<file path="src/rtl/window3x3_gen_if.sv">
`default_nettype none
// +------------------------------------------------------------------+
// | window3x3_gen_if : pixel-in / window-out bundle for window3x3_gen|
// | Revision 1.0                                                     |
// +------------------------------------------------------------------+
interface window3x3_gen_if #(
  parameter int N = 8
);
  logic         in_valid;
  logic         in_sof;
  logic [N-1:0] in_data;
  logic [N-1:0] op1, op2, op3, op4, op5, op6, op7, op8, op9;
  logic         out_valid;
  logic         out_last;

  modport master (
    output in_valid, in_sof, in_data,
    input  op1, op2, op3, op4, op5, op6, op7, op8, op9, out_valid, out_last
  );

  modport slave (
    input  in_valid, in_sof, in_data,
    output op1, op2, op3, op4, op5, op6, op7, op8, op9, out_valid, out_last
  );
endinterface
`default_nettype wire

</file>
<file path="src/rtl/window3x3_gen.sv">
`default_nettype none
// +------------------------------------------------------------------+
// | window3x3_gen : streaming 3x3 window generator, two line buffers |
// | Revision 1.0                                                     |
// +------------------------------------------------------------------+
module window3x3_gen #(
  parameter int N      = 8,
  parameter int WIDTH  = 16,
  parameter int HEIGHT = 16
) (
  input  wire logic        clk,
  input  wire logic        rst,
  window3x3_gen_if.slave   bus
);
  localparam int CW = $clog2(WIDTH);
  localparam int RW = $clog2(HEIGHT);
  localparam logic [CW-1:0] C_COL_LAST = CW'(WIDTH - 1);
  localparam logic [RW-1:0] C_ROW_LAST = RW'(HEIGHT - 1);
  localparam logic [CW-1:0] C_COL_TWO  = CW'(2);
  localparam logic [RW-1:0] C_ROW_TWO  = RW'(2);

  logic [CW-1:0] col_q, col_d, pos_c;
  logic [RW-1:0] row_q, row_d, pos_r;
  logic          emit, emit_last;
  logic [N-1:0]  lb1_rd, lb2_rd;

  logic [N-1:0]  lb1_q [WIDTH];
  logic [N-1:0]  lb2_q [WIDTH];
  logic [N-1:0]  win_q [3][3];
  logic [N-1:0]  op_q  [9];
  logic          out_valid_q, out_last_q;

  // A start-of-frame pixel is (0,0) no matter where the counters are.
  always_comb begin
    pos_c     = (bus.in_valid && bus.in_sof) ? '0 : col_q;
    pos_r     = (bus.in_valid && bus.in_sof) ? '0 : row_q;
    col_d     = col_q;
    row_d     = row_q;
    if (bus.in_valid) begin
      if (pos_c == C_COL_LAST) begin
        col_d = '0;
        row_d = (pos_r == C_ROW_LAST) ? '0 : pos_r + RW'(1);
      end else begin
        col_d = pos_c + CW'(1);
        row_d = pos_r;
      end
    end
    emit      = bus.in_valid && (pos_r >= C_ROW_TWO) && (pos_c >= C_COL_TWO);
    emit_last = emit && (pos_r == C_ROW_LAST) && (pos_c == C_COL_LAST);
    lb1_rd    = lb1_q[pos_c];
    lb2_rd    = lb2_q[pos_c];
  end

  always_ff @(posedge clk) begin
    if (bus.in_valid) begin
      lb2_q[pos_c] <= lb1_rd;
      lb1_q[pos_c] <= bus.in_data;
    end
  end

  always_ff @(posedge clk or posedge rst) begin
    if (rst) begin
      col_q       <= '0;
      row_q       <= '0;
      out_valid_q <= 1'b0;
      out_last_q  <= 1'b0;
      for (int r = 0; r < 3; r++)
        for (int c = 0; c < 3; c++)
          win_q[r][c] <= '0;
      for (int k = 0; k < 9; k++)
        op_q[k] <= '0;
    end else begin
      col_q       <= col_d;
      row_q       <= row_d;
      out_valid_q <= emit;
      out_last_q  <= emit_last;
      if (bus.in_valid) begin
        for (int r = 0; r < 3; r++) begin
          win_q[r][0] <= win_q[r][1];
          win_q[r][1] <= win_q[r][2];
        end
        win_q[0][2] <= lb2_rd;
        win_q[1][2] <= lb1_rd;
        win_q[2][2] <= bus.in_data;
      end
      // Outputs take the post-shift window, so build it from pre-shift state.
      if (emit) begin
        op_q[0] <= win_q[0][1];
        op_q[1] <= win_q[0][2];
        op_q[2] <= lb2_rd;
        op_q[3] <= win_q[1][1];
        op_q[4] <= win_q[1][2];
        op_q[5] <= lb1_rd;
        op_q[6] <= win_q[2][1];
        op_q[7] <= win_q[2][2];
        op_q[8] <= bus.in_data;
      end
    end
  end

  assign bus.op1       = op_q[0];
  assign bus.op2       = op_q[1];
  assign bus.op3       = op_q[2];
  assign bus.op4       = op_q[3];
  assign bus.op5       = op_q[4];
  assign bus.op6       = op_q[5];
  assign bus.op7       = op_q[6];
  assign bus.op8       = op_q[7];
  assign bus.op9       = op_q[8];
  assign bus.out_valid = out_valid_q;
  assign bus.out_last  = out_last_q;
endmodule
`default_nettype wire

</file>
<file path="src/flat_wrapper.sv">
// flat-port wrapper written by rule: the top's interface ports become plain ports
module window3x3_gen_flat 
#(
  parameter int N      = 8,
  parameter int WIDTH  = 16,
  parameter int HEIGHT = 16
)
  (clk, rst, bus_in_valid, bus_in_sof, bus_in_data, bus_op1, bus_op2, bus_op3, bus_op4, bus_op5, bus_op6, bus_op7, bus_op8, bus_op9, bus_out_valid, bus_out_last);
  window3x3_gen_if #(.N(N)) bus_i ();
  input  wire logic clk;
  input  wire logic rst;
  input wire logic [$bits(bus_i.in_valid)-1:0] bus_in_valid;
  input wire logic [$bits(bus_i.in_sof)-1:0] bus_in_sof;
  input wire logic [$bits(bus_i.in_data)-1:0] bus_in_data;
  output wire logic [$bits(bus_i.op1)-1:0] bus_op1;
  output wire logic [$bits(bus_i.op2)-1:0] bus_op2;
  output wire logic [$bits(bus_i.op3)-1:0] bus_op3;
  output wire logic [$bits(bus_i.op4)-1:0] bus_op4;
  output wire logic [$bits(bus_i.op5)-1:0] bus_op5;
  output wire logic [$bits(bus_i.op6)-1:0] bus_op6;
  output wire logic [$bits(bus_i.op7)-1:0] bus_op7;
  output wire logic [$bits(bus_i.op8)-1:0] bus_op8;
  output wire logic [$bits(bus_i.op9)-1:0] bus_op9;
  output wire logic [$bits(bus_i.out_valid)-1:0] bus_out_valid;
  output wire logic [$bits(bus_i.out_last)-1:0] bus_out_last;
  assign bus_i.in_valid = bus_in_valid;
  assign bus_i.in_sof = bus_in_sof;
  assign bus_i.in_data = bus_in_data;
  assign bus_op1 = bus_i.op1;
  assign bus_op2 = bus_i.op2;
  assign bus_op3 = bus_i.op3;
  assign bus_op4 = bus_i.op4;
  assign bus_op5 = bus_i.op5;
  assign bus_op6 = bus_i.op6;
  assign bus_op7 = bus_i.op7;
  assign bus_op8 = bus_i.op8;
  assign bus_op9 = bus_i.op9;
  assign bus_out_valid = bus_i.out_valid;
  assign bus_out_last = bus_i.out_last;
  window3x3_gen #(.N(N), .WIDTH(WIDTH), .HEIGHT(HEIGHT)) u_core (.clk(clk), .rst(rst), .bus(bus_i));
endmodule
</file>
<file path="config.mk">
export PLATFORM = sky130hd
export DESIGN_NAME = window3x3_gen_flat
export DESIGN_NICKNAME = d
export VERILOG_FILES = /design/src/rtl/window3x3_gen_if.sv /design/src/rtl/window3x3_gen.sv /design/src/flat_wrapper.sv
export SDC_FILE = /design/constraint.sdc
export NUM_CORES = 1
export LEC_CHECK = 0
export BUFFER_PORTS_ARGS = -buffer_cell sky130_fd_sc_hd__clkbuf_2
export CORE_MARGIN = 1
export CORE_UTILIZATION = 60
export DETAILED_ROUTE_END_ITERATION = 12
export GPL_TIMING_DRIVEN = 0
export PLACE_DENSITY = 0.8
export SYNTH_ARGS = -nofsm -noshare
export SYNTH_HDL_FRONTEND = slang
export SYNTH_SLANG_ARGS = --single-unit
</file>
<file path="constraint.sdc">
create_clock -name clk -period 9.4 [get_ports clk]
set_input_delay 1.88 -clock clk [delete_from_list [all_inputs] [get_ports clk]]
set_output_delay 1.88 -clock clk [all_outputs]
set_load 0.05 [all_outputs]
</file>
=== Yosys cells after proc, flatten, opt, wreduce, memory -nomap -nowiden ===
Memory sizes are Yosys's and may differ from the RTL's.
Index checks and enable logic that the tools add are counted.

* Flip-flop bits (word level): 130
* Bits in latches: 0
* RAM bits: 256
* Bits in read-only memories: 0
* Input bits: 12
* Output and inout port bits: 74
* Logic and storage cells: 39
* Memories kept: 2

* $add $sub $neg: 2
* $mul: 0
* Divide/modulo/power cells: 0
* $lt $le $gt $ge: 2
* Equal/unequal tests: 2
* Shift-type cells: 0
* Mux-type cells: 7
* Bitwise logic cells: 0
* Reductions and logical operators: 5

{| class="wikitable"
|+ Memory list
! name !! words !! bits a word !! read ports !! clocked after memory_dff !! write ports !! line !! text
|-
| u_core.lb1_q || 16 || 8 || 1 || 0 || 1 || window3x3_gen.sv:27 || <nowiki>logic [N-1:0] lb1_q [WIDTH];</nowiki>
|-
| u_core.lb2_q || 16 || 8 || 1 || 0 || 1 || window3x3_gen.sv:28 || <nowiki>logic [N-1:0] lb2_q [WIDTH];</nowiki>
|}

{| class="wikitable"
|+ Operators by type and width
! kind !! number
|-
| $mux 4 || 5
|-
| $add 4x1->4 const B || 2
|-
| $eq 4x4->1 const B || 2
|-
| $ge 4x2->1 const B || 2
|-
| $logic_and 1x1->1 || 5
|-
| $mux 1 || 2
|}

=== Longest topological paths before layout ===
* Depth after elaboration: 7
* Depth in mapped cells: 12
* Depth with buffers taken out: 7

=== Least setup slack after synthesis ===
No wires, ideal clock.

* Kind: in2reg
* Start point: input bus_in_sof
* End point: register u_core.row_q[2]
* Setup time: 0.124 ns
* Arrival time: 4.242 ns
* Required time: 9.276 ns
* Path slack: 5.033 ns
* Stages: 9
* Buffers on the path: 3
* Path through: buf_4 a21boi_4 buf_2 buf_1 ha_1 nand2_1 nor2_1 nand2_1 xor2_1

* Word-level cells in the longest chain between the ends: 5
* Elaborated cells between the ends (all ways): 8
* Those cells by class: 1 x add/sub; 2 x eq/ne; 4 x mux; 1 x reduce/logical

{| class="wikitable"
|+ RTL lines
! item !! line !! text
|-
| from (decl) || flat_wrapper.sv:13 || <nowiki>input wire logic [$bits(bus_i.in_sof)-1:0] bus_in_sof;</nowiki>
|-
| $logic_and 1x1->1 * || window3x3_gen.sv:35, window3x3_gen.sv:36 ||
|-
| $mux 4 || window3x3_gen.sv:36 || <nowiki>pos_r = (bus.in_valid && bus.in_sof) ? '0 : row_q;</nowiki>
|-
| $add 4x1->4 or $eq 4x4->1 (tied branches) || window3x3_gen.sv:42 || <nowiki>row_d = (pos_r == C_ROW_LAST) ? '0 : pos_r + RW'(1);</nowiki>
|-
| $mux 4 || window3x3_gen.sv:42 ||
|-
| $mux 4 * || window3x3_gen.sv:40 || <nowiki>if (pos_c == C_COL_LAST) begin</nowiki>
|-
| to (signal assigned) || window3x3_gen.sv:74 || <nowiki>row_q <= row_d;</nowiki>
|-
| to (decl) || window3x3_gen.sv:23 || <nowiki>logic [RW-1:0] row_q, row_d, pos_r;</nowiki>
|}

Mark *: on every way between the ends. The rest lies on a longest branch, timed or not.
A chain may end at the register's enable or synchronous reset.

=== Final worst setup path ===
* Start point: input bus_in_valid
* End point: memory u_core.lb2_q[12][3] (data pin)

* Word-level cells in the longest chain between the ends: 3

{| class="wikitable"
|+ RTL lines
! item !! line !! text
|-
| from (decl) || flat_wrapper.sv:12 || <nowiki>input wire logic [$bits(bus_i.in_valid)-1:0] bus_in_valid;</nowiki>
|-
| $logic_and 1x1->1 || window3x3_gen.sv:35 || <nowiki>pos_c = (bus.in_valid && bus.in_sof) ? '0 : col_q;</nowiki>
|-
| $mux 4 || window3x3_gen.sv:35 ||
|-
| $mem_v2 16x8 || - ||
|-
| named net u_core.lb1_rd[3] || window3x3_gen.sv:25 || <nowiki>logic [N-1:0] lb1_rd, lb2_rd;</nowiki>
|-
| to (decl) || window3x3_gen.sv:28 ||
|}

The timed path passes the listed nets, and every way through them passes these cells.

==> summary.md <==
| Metric | Value |
|---|---|
| First-pass GRT wire length | `53,300 um` |
| Setup Fix Bufs, Post-CTS | `0` |
| Overflow after GRT | `0` |
| Number of synthesized flops with an enable pin | `256` |
| Met3 GRT Util | `0.0504` |
| Setup crit end kind | `flop` |
| Layout cells sized above 1 | `0.317` |
| CP startpoint kind | `input pin` |
| Hold Worst Slack | `0.500 ns` |
| Root Buffer Master | `clkbuf_16` |
| Vias | `9,039` |
| Hold Fails Final Rpt | `0` |
| Die X | `160 um` |
| Grt met1 use | `0.374` |
| Mapped Cells | `952` |
| Final Instance Area | `0.0172 mm^2` |
| Slowest cell on the critical path | `nor4_2` |
| Critical R2R Capture | `u_core.lb2_q[12][3]$_DFFE_PP_` |
| CP Launch Point | `bus_in_valid` |
| Post-DP HPWL | `22,500 um` |
| TNS Setup | `0 ns` |
| Syn_nets | `969` |
| Worst-skew pair later-pin latency | `0.52 ns` |
| Worst R2R Start | `u_core.col_q[2]$_DFFE_PP0P_` |
| Area occupied by multi-input gates | `0.00378 mm^2` |
| Synthesized flop and latch total | `386` |
| Crit path required time | `9.53 ns` |
| # hold bufs at CTS | `0` |
| Syn Area/Cell | `15.8 um^2` |
| Post-Syn Area | `0.0151 mm^2` |
| Status | `finished, final reports clean` |
| Synth Flop Type | `edfxtp_1` |
| H-tree Lvls | `2` |
| Filler Cells Inserted | `1,545` |
| Register-to-Register Path Depth | `8` |
| First-pass iteration count of the detailed router | `6` |
| Initial Util | `0.615` |
| Hold Startpoint | `u_core.win_q[13]$_DFFE_PP0P_` |
| Cell row count | `57` |
| Die height | `160 um` |
| Max stage delay on crit path | `0.63 ns` |
| GPL Wtd Cong | `0.862` |
| Wirelength per Cell | `24.4 um` |
| Storage element area | `0.0109 mm^2` |
| Initial DRC count | `1,066` |
| I/O Buffers | `83` |
| Total GRT Usage | `0.278` |
| Die area | `0.0257 mm^2` |
| Data arrival, critical path | `4.56 ns` |
| Placeable Area | `0.0245 mm^2` |
| Post-route ant nets | `0` |
| Reg2Reg Setup Slack | `6.00 ns` |
| TritonCTS clock tree | `built` |
| Fin crit period | `4.43 ns` |
| Highest clock rate | `226 MHz` |
| Critical Path Fanout Max | `16` |
| HP Class | `reg -> reg` |
| DRC viols | `0` |
| Met2 Usage GRT | `0.450` |
| Period utilisation layout | `0.472` |
| Yosys cell types | `40` |
| Worst-case hold path end point | `u_core.win_q[13]$_DFFE_PP0P_` |
| N_diodes | `0` |
| I/O pin total | `86` |
| CP Class | `in -> reg` |
| Area Overhead vs Synth | `14.2%` |
| Via density | `6.30` |
| P_leak | `6.65 nW` |
| RSZ-0062 raised after global routing | `no` |
| Ys Warns | `0` |
| Vias in the first global route | `9,294` |
| VDD IR max | `0.153 mV` |
| Hold path cells | `1` |
| CTS clk-pin slew, worst paths | `0.06 ns` |
| Skew final | `0.0148 ns` |
| Final setup vio count | `0` |
| Worst slew pin tran | `1.03 ns` |
| Initial antenna violation count | `0` |
| # Max-Cap Violations | `0` |
| Gr busiest metal | `met2` |
| Clock Path Buffers | `3` |
| Post_cts resized | `0` |
| FFs w/ async S/R, synth | `0.337` |
| Slew HR | `0.311` |
| Pins Over Slew Limit | `0` |
| Clock buffer count from CTS | `37` |
| Clock sinks | `386` |
| Pwr Density | `235 mW/mm^2` |
| Routed Wire Length | `35,000 um` |
| Sequential share of the synthesized area | `0.727` |
| Overall power | `4.05 mW` |
| Post-DP Area | `0.0161 mm^2` |
| Largest net degree at the start of global routing | `67` |
| Worst path cell trace | `buf_4 -> nand2_1 -> buf_2 -> nand2_1 -> buf_2 -> buf_1 -> a21oi_1 -> nor4_2 -> inv_1` |
| Layout Nets | `1,105` |
==> worst max path at each step <==
stage,depth (start not counted),endpoint
final,9,u_core.lb2_q[12][3]$_DFFE_PP_
after detailed placement,9,u_core.lb2_q[10][3]$_DFFE_PP_
after global routing,9,u_core.lb2_q[14][3]$_DFFE_PP_
after global placement,2,u_core.bus.op1[5]$_DFFE_PP0P_
after floorplan,1,u_core.bus.op1[0]$_DFFE_PP0P_
after CTS,9,u_core.lb2_q[12][3]$_DFFE_PP_
==> state kept, by name, indices dropped and copies added, names as in the netlist <==
signal,count
u_core.lb2_q,128
u_core.lb1_q,128
u_core.bus.op1,8
u_core.bus.out_valid,1
u_core.bus.op8,8
u_core.bus.op5,8
u_core.bus.out_last,1
u_core.bus.op4,8
u_core.col_q,4
u_core.bus.op2,8
u_core.bus.op6,8
u_core.bus.op9,8
u_core.win_q,48
u_core.row_q,4
u_core.bus.op3,8
u_core.bus.op7,8
==> stage by stage <==
step           utilization  setup WS, ns  cells
2_1_floorplan            -          4.05    952
3_3_place_gp         0.649          2.69   1359
3_5_place_dp         0.659          4.65   1373
4_1_cts              0.703          5.09   1435
5_1_grt              0.703          4.89   1435
6_report             0.703          4.97   1435
==> power by group <==
| part | internal (mW) | total [mW] | switching (mW) |
|---|---|---|---|
| sequential | 2.01 | 2.06 | 0.0487 |
| combinational | 0.194 | 0.642 | 0.448 |
| clock | 0.751 | 1.35 | 0.594 |
| total | 2.95 | 4.05 | 1.09 |
==> cells in the mapped netlist (2+ instances only) <==
cell type  count  area, um^2
ha_1           5        62.6
a221o_1        8        80.1
mux2i_1        8        80.1
o21ai_0        5        25.0
o2bb2ai_1      2        17.5
clkbuf_1      34         128
xor2_1         3        26.3
buf_4          2        15.0
nor2b_1        3        18.8
buf_2         19        95.1
mux2_2       144        1620
a2111oi_2      7         105
edfxtp_1     256        7690
nor4_2         7        87.6
a21oi_1       89         445
buf_6          6        67.6
dfrtp_1      130        3250
inv_1         14        52.6
buf_1          2        7.51
nand2_1       12        45.0
a22oi_1       55         413
nand4_1        4        25.0
and2_1         4        25.0
nor2_1        60         225
nand3_1       58         290
==> kinds of logic (layout without fill, tap and decap cells) <==
kind of cell,after synthesis,count (layout),synth area share
xor+xnor,3,3,0.00175
fa+ha+maj,5,5,0.00416
buf+inv,78,237,0.0245
mux,152,152,0.113
simple gates,150,150,0.0487
flops,386,386,0.727
compound gates,178,178,0.0809
==> worst max-delay path, delay by kind of cell <==
family                 cells  cell delay (ns)
buffers and inverters      5             1.62
AOI/OAI and AO/OA          1             0.21
and+or+nand+nor            3             0.85
==> final cells by class <==
class,instances,area share
flip-flops and latches,386,0.636
multi-input cells,488,0.220
clock buffers,41,0.0553
repair buffers,97,0.0362
well taps,324,0.0236
plain buffers,63,0.0182
clock inverters,21,0.00699
inverters,15,0.00357
==> layer usage <==
metal,share of wire,up-vias
li1,-,3883
met1,0.38,4579
met2,0.49,492
met3,0.093,85
met4,0.036,0
met5,0,-
==> layout by cell type (no fill, tap or decap), types with 11 or more instances in the layout <==
master / instances
clkinv_1: 11
buf_2: 19
nor2_2: 16
nand3_1: 58
clkbuf_16: 37
a22oi_1: 55
inv_1: 13
dfrtp_1: 130
clkbuf_2: 83
nor2_1: 44
mux2_2: 144
a21oi_1: 89
clkbuf_1: 37
edfxtp_1: 256
nand2_1: 12
Note: power is estimated with default switching activity, not from simulation.
